`config.mk`:
```
export PLATFORM = sky130hd
export DESIGN_NAME = cordic_out_buffer_flat
export DESIGN_NICKNAME = d
export VERILOG_FILES = /design/src/rtl/cordic_pkg.sv /design/src/rtl/cordic_out_buffer_if.sv /design/src/rtl/sync_fifo.sv /design/src/rtl/cordic_out_buffer.sv /design/src/flat_wrapper.sv
export SDC_FILE = /design/constraint.sdc
export NUM_CORES = 1
export LEC_CHECK = 0
export CAP_MARGIN = 20
export CORE_ASPECT_RATIO = 1.75
export CORE_MARGIN = 4
export CORE_UTILIZATION = 55
export CTS_BUF_LIST = sky130_fd_sc_hd__clkbuf_16
export CTS_CLUSTER_SIZE = 12
export DETAILED_ROUTE_END_ITERATION = 8
export PLACE_DENSITY = 0.8
export SYNTH_ARGS = -nofsm -noshare
export SYNTH_HDL_FRONTEND = slang
export SYNTH_SLANG_ARGS = --single-unit
```
`constraint.sdc`:
```
create_clock -name clk -period 6.75 [get_ports clk]
set_input_delay 1.35 -clock clk [delete_from_list [all_inputs] [get_ports clk]]
set_output_delay 1.35 -clock clk [all_outputs]
set_load 0.05 [all_outputs]
```
`src/rtl/cordic_pkg.sv`:
```
// Shared types and constants for the CORDIC datapath and its output buffer.
package cordic_pkg;

    typedef logic [15:0] short_t;

    typedef struct packed {
        short_t cos;
        short_t sin;
    } sample_t;

    localparam int unsigned CORDIC_LATENCY = 16;

endpackage

```
`src/rtl/cordic_out_buffer_if.sv`:
```
// Stream signals between the CORDIC pipeline, the theta source, the buffer and the consumer.
interface cordic_out_buffer_if;
    import cordic_pkg::*;

    logic   issue_in;
    logic   issue_ok;
    logic   valid_in;
    short_t cos_in;
    short_t sin_in;
    logic   valid_out;
    logic   ready_in;
    short_t cos_out;
    short_t sin_out;

    modport slave (
        input  issue_in, valid_in, cos_in, sin_in, ready_in,
        output issue_ok, valid_out, cos_out, sin_out
    );

    modport master (
        output issue_in, valid_in, cos_in, sin_in, ready_in,
        input  issue_ok, valid_out, cos_out, sin_out
    );

endinterface

```
`src/rtl/sync_fifo.sv`:
```
// Single-clock first-word-fall-through FIFO; read data is zero while empty.
module sync_fifo #(
    parameter int unsigned WIDTH = 32,
    parameter int unsigned DEPTH = 16,
    localparam int unsigned CW   = $clog2(DEPTH) + 1
) (
    input  logic             clk,
    input  logic             reset,
    input  logic             push,
    input  logic             pop,
    input  logic [WIDTH-1:0] wdata,
    output logic [WIDTH-1:0] rdata,
    output logic             full,
    output logic             empty,
    output logic [CW-1:0]    count
);

    localparam int unsigned AW = $clog2(DEPTH);
    localparam logic [CW-1:0] FullCount = CW'(DEPTH);

    logic [WIDTH-1:0] mem [DEPTH];
    logic [AW-1:0]    wptr_q, wptr_d;
    logic [AW-1:0]    rptr_q, rptr_d;
    logic [CW-1:0]    count_q, count_d;
    logic             wr_en, rd_en;

    assign full  = (count_q == FullCount);
    assign empty = (count_q == '0);
    assign rd_en = pop && !empty;
    // A write at full is legal only when the same edge frees the head slot.
    assign wr_en = push && (!full || rd_en);

    always_comb begin
        wptr_d  = wptr_q;
        rptr_d  = rptr_q;
        count_d = count_q;
        if (wr_en) wptr_d = wptr_q + 1'b1;
        if (rd_en) rptr_d = rptr_q + 1'b1;
        case ({wr_en, rd_en})
            2'b10:   count_d = count_q + 1'b1;
            2'b01:   count_d = count_q - 1'b1;
            default: count_d = count_q;
        endcase
    end

    always_ff @(posedge clk) begin
        if (!reset) begin
            wptr_q  <= '0;
            rptr_q  <= '0;
            count_q <= '0;
        end else begin
            wptr_q  <= wptr_d;
            rptr_q  <= rptr_d;
            count_q <= count_d;
        end
    end

    always_ff @(posedge clk) begin
        if (reset && wr_en) mem[wptr_q] <= wdata;
    end

    assign rdata = empty ? '0 : mem[rptr_q];
    assign count = count_q;

endmodule

```
`src/rtl/cordic_out_buffer.sv`:
```
// Lossless buffer behind the non-stalling CORDIC pipeline: captures every result beat and
// grants issue credit only when a free FIFO slot is guaranteed for the result.
module cordic_out_buffer
    import cordic_pkg::*;
#(
    parameter int unsigned DEPTH = 16,
    localparam int unsigned CW   = $clog2(DEPTH) + 1
) (
    input  logic                 clk,
    input  logic                 reset,
    cordic_out_buffer_if.slave   bus,
    output logic [CW-1:0]        count,
    output logic                 overflow,
    output logic                 proto_err
);

    localparam logic [CW-1:0] DepthC   = CW'(DEPTH);
    localparam logic [CW:0]   DepthSum = (CW + 1)'(DEPTH);

    sample_t       wdata, head;
    logic          push, pop, full, empty;
    logic [CW-1:0] inflight_q, inflight_d;
    logic [CW:0]   credit_used;
    logic          overflow_q, overflow_d;
    logic          proto_err_q, proto_err_d;

    assign wdata.cos = bus.cos_in;
    assign wdata.sin = bus.sin_in;

    assign pop  = bus.valid_out && bus.ready_in;
    assign push = bus.valid_in && (!full || pop);

    sync_fifo #(
        .WIDTH ($bits(sample_t)),
        .DEPTH (DEPTH)
    ) u_fifo (
        .clk   (clk),
        .reset (reset),
        .push  (push),
        .pop   (pop),
        .wdata (wdata),
        .rdata (head),
        .full  (full),
        .empty (empty),
        .count (count)
    );

    assign bus.valid_out = !empty;
    assign bus.cos_out   = head.cos;
    assign bus.sin_out   = head.sin;

    // Credit depends on registered state only, so issue_ok has no input-to-output path.
    assign credit_used  = {1'b0, count} + {1'b0, inflight_q};
    assign bus.issue_ok = (credit_used < DepthSum);

    always_comb begin
        inflight_d  = inflight_q;
        overflow_d  = overflow_q;
        proto_err_d = proto_err_q;
        if (bus.issue_in && !bus.valid_in) begin
            if (inflight_q != DepthC) inflight_d = inflight_q + 1'b1;
        end else if (!bus.issue_in && bus.valid_in) begin
            if (inflight_q != '0) inflight_d = inflight_q - 1'b1;
        end
        if (bus.valid_in && full && !pop) overflow_d = 1'b1;
        if ((bus.valid_in && (inflight_q == '0)) || (bus.issue_in && !bus.issue_ok)) begin
            proto_err_d = 1'b1;
        end
    end

    always_ff @(posedge clk) begin
        if (!reset) begin
            inflight_q  <= '0;
            overflow_q  <= 1'b0;
            proto_err_q <= 1'b0;
        end else begin
            inflight_q  <= inflight_d;
            overflow_q  <= overflow_d;
            proto_err_q <= proto_err_d;
        end
    end

    assign overflow  = overflow_q;
    assign proto_err = proto_err_q;

endmodule
```
`src/flat_wrapper.sv`:
```
// flat-port wrapper written by rule: the top's interface ports become plain ports
module cordic_out_buffer_flat import cordic_pkg::*;
#(
    parameter int unsigned DEPTH = 16,
    localparam int unsigned CW   = $clog2(DEPTH) + 1
)
  (clk, reset, count, overflow, proto_err, bus_issue_in, bus_valid_in, bus_cos_in, bus_sin_in, bus_ready_in, bus_issue_ok, bus_valid_out, bus_cos_out, bus_sin_out);
  cordic_out_buffer_if bus_i ();
  input  logic clk;
  input  logic reset;
  output logic [CW-1:0] count;
  output logic overflow;
  output logic proto_err;
  input wire logic [$bits(bus_i.issue_in)-1:0] bus_issue_in;
  input wire logic [$bits(bus_i.valid_in)-1:0] bus_valid_in;
  input wire logic [$bits(bus_i.cos_in)-1:0] bus_cos_in;
  input wire logic [$bits(bus_i.sin_in)-1:0] bus_sin_in;
  input wire logic [$bits(bus_i.ready_in)-1:0] bus_ready_in;
  output wire logic [$bits(bus_i.issue_ok)-1:0] bus_issue_ok;
  output wire logic [$bits(bus_i.valid_out)-1:0] bus_valid_out;
  output wire logic [$bits(bus_i.cos_out)-1:0] bus_cos_out;
  output wire logic [$bits(bus_i.sin_out)-1:0] bus_sin_out;
  assign bus_i.issue_in = bus_issue_in;
  assign bus_i.valid_in = bus_valid_in;
  assign bus_i.cos_in = bus_cos_in;
  assign bus_i.sin_in = bus_sin_in;
  assign bus_i.ready_in = bus_ready_in;
  assign bus_issue_ok = bus_i.issue_ok;
  assign bus_valid_out = bus_i.valid_out;
  assign bus_cos_out = bus_i.cos_out;
  assign bus_sin_out = bus_i.sin_out;
  cordic_out_buffer #(.DEPTH(DEPTH)) u_core (.clk(clk), .reset(reset), .bus(bus_i), .count(count), .overflow(overflow), .proto_err(proto_err));
endmodule
```
==> summary.txt <==
io pins: 78
Reg area: 15900 um^2
pwr/cell area: 363 nW/um^2
Crit-path slowest cell: clkdlybuf4s50_1
Pre-Repair DR Iteration Count: 4
HP Start: u_core.overflow
MaxCap Viol Count: 0
Final Hold Viols: 0
Req. time, crit path: 5400 ps
RePlAce Congestion: 0.713
Post-Route WL: 42.8 mm
global-route wire length before repair: 65.0 mm
DR vias: 9936
ranking of synthesized cells by area: edfxtp_1 74%, mux4_2 14%, dfxtp_1 2.3%
GR Util All Layers: 21.2%
Final #Nets: 1112
synth warn: 0
Setup crit start kind: register
Fin Setup TNS: 0 ps
post-synthesis sequential area ratio: 75.9%
crit-path cells: or4_1 -> o211ai_4 -> buf_4 -> and2b_1 -> a221o_1 -> clkdlybuf4s50_1
Synthesized Nets: 1007
Layout area overhead: 13.3%
Tmin final: 5230 ps
CP startpoint: u_core.u_fifo.count[0]
cts hold-fix bufs: 0
post-synthesis mux area share: 16.0%
DRC: 0
FMAX: 191 MHz
CP top delay family: buffers and inverters
worst rel slew slack: 29.4%
Setup-failing EPs final: 0
Compound-Gate Fraction of Synth Area: 2.52%
Worst-Skew Late Latency: 560 ps
full die area: 41300 um^2
largest net degree at the start of global routing: 76
Post-CTS Setup Bufs: 0
DR iter-0 viols: 869
total CTS buffers: 50
Avg Cell Area, Syn: 21.9 um^2
detailed placement HPWL: 23.3 mm
number of global-route vias before repair: 10700
CTS clk-pin slew, worst paths: 60 ps
Starting Density: 55.7%
clock root cell: clkbuf_16
Max VDD drop: 250 uV
die width: 155 um
CTS tree: built
clk sinks: 536
H-tree Lvls: 2
initial antenna violation count: 2
Die H: 266 um
status: finished, final reports clean
grt ovf: 0
share of layout cells above drive strength 1: 24.6%
Routed WL per cell: 27.6 um
simple-gate portion of the synthesized area: 2.68%
fin cells: 1549
leakage power: 0.00735 uW
Post-Synth Adder-Cell Area: 1.15%
# fillers: 2420
Worst-Margin Slew: 1060 ps
I/O Buffers: 77
Period Utilization, post-route: 77.4%
Final Util: 63.1%
Post-CTS Resized: 0
multi-input logic area: 4860 um^2
endpoint type of the worst setup path: primary output
main combinational cell family by area after synthesis: multiplexers
RSZ-0062 raised after global routing: no
Synth Cell Area: 20900 um^2
dpl cells: 1485
Max Slew Vio Count: 0
Hold Crit Class: reg2reg
Gate Count Post-Synth: 952
clock skew: 14.2 ps
core area: 37500 um^2
Buffers & Inverters on Critical Path: 2
Worst R2R Start: u_core.u_fifo.count[0]
Yosys reg bits: 536
critical-path maximum fanout: 17
Synth cell types: 45
WP data arrival: 3880 ps
clock buffer depth: 3
Vias per Instance: 6.41
CP peak stage delay: 720 ps
top cell type's share of synthesized area: 73.6%
cell taking the most area after synthesis: edfxtp_1
DRT antenna net count: 0
Setup Crit Path Kind: reg2out
row count: 94
XOR/XNOR Fraction of Synth Area: 0.252%
## power breakdown
group | switching, uW | internal (uW) | total [uW] | leakage (uW)
logic | 1390 | 979 | 2370 | 0.00185
clock network | 1080 | 1330 | 2410 | 0.000684
registers | 102 | 3710 | 3810 | 0.00481
## final timing paths
kind	cells after the start	slack, ps	end
setup / recovery	6	1520	bus_sin_out[0]
hold / removal	2	500	u_core.overflow
setup reg to reg	9	3720	u_core.u_fifo.count[3]
hold reg to reg	2	500	u_core.overflow
## cell families after synthesis
logic type,after synthesis
buffers and inverters,55
and+or+nand+nor,106
AOI/OAI and AO/OA,62
xor gates and xnor gates,6
muxes,169
DFF,536
adders and majority gates,18
## worst register-to-register path, stage by stage (launching register included)
cell and delay [ps]:
dfxtp_1 370, or4_1 720, o21ai_1 430, inv_1 90, ha_1 280, ha_1 300
a21o_1 180, a21oi_1 180, nor4_1 60, a311o_1 320
## sequential cells by signal (all words and copies together) (netlist names), named ones only
signal	flops
u_core.u_fifo.wptr_q	4
u_core.proto_err	1
u_core.u_fifo.mem	512
u_core.u_fifo.count	5
u_core.u_fifo.rptr_q	4
u_core.overflow	1
u_core.inflight_q	5
## layer usage
metal  vias to the layer above  GRT usage [%]  part of all wire [%]
li1                       4173              -                     -
met1                      5280           26.1                    35
met2                       403           38.7                    56
met3                        78           2.83                   5.9
met4                         2           6.94                   2.7
met5                         -              0                 0.030
## Yosys cell counts, drive strengths merged
cell and count:
a2111oi 1, a211oi 2, a21o 3, a21oi 11
a221o 32, a311o 1, a31oi 1, and2b 2
and4b 2, buf 39, clkbuf 8, clkinv 1
dfxtp 24, edfxtp 512, fa 2, ha 16
inv 7, mux2 32, mux2i 8, mux4 129
nand2 13, nand2b 4, nand3 4, nand4 2
nor2 33, nor2b 31, nor3 6, nor3b 2
nor4 2, o211ai 2, o21a 3, o21ai 3
o22ai 2, o31a 1, or2 3, or4 2
xnor2 2, xor2 4
## placed cells by master (no fill, tap or decap), types with 12 or more instances in the layout
master	count
edfxtp_1	512
mux4_2	129
clkdlybuf4s50_1	77
clkbuf_16	51
mux2_2	32
a221o_1	32
nor2b_1	31
dfxtp_1	21
buf_4	20
nor2_4	18
inv_1	16
ha_1	16
nor2_1	15
nand2_1	12
## final cells by class
cell class / count / area share [%]
diodes: 1 / 0.0106
clock buffers: 51 / 5.39
clock inverters: 12 / 0.211
repair buffers: 100 / 4.18
inverters: 8 / 0.127
flip-flops and latches: 536 / 67.0
well taps: 480 / 2.54
multi-input cells: 361 / 20.5
## through the flow
stage	instance area, um^2	setup WS, ps	total power (uW)	hold WS (ps)
6_report	23700	1520	8590	498
5_1_grt	23700	1380	8900	519
4_1_cts	23700	1490	8670	504
3_5_place_dp	22300	2110	6270	473
3_3_place_gp	22300	2100	6190	484
2_1_floorplan	20900	1620	5520	468
Power figures use the tool's default switching activity.
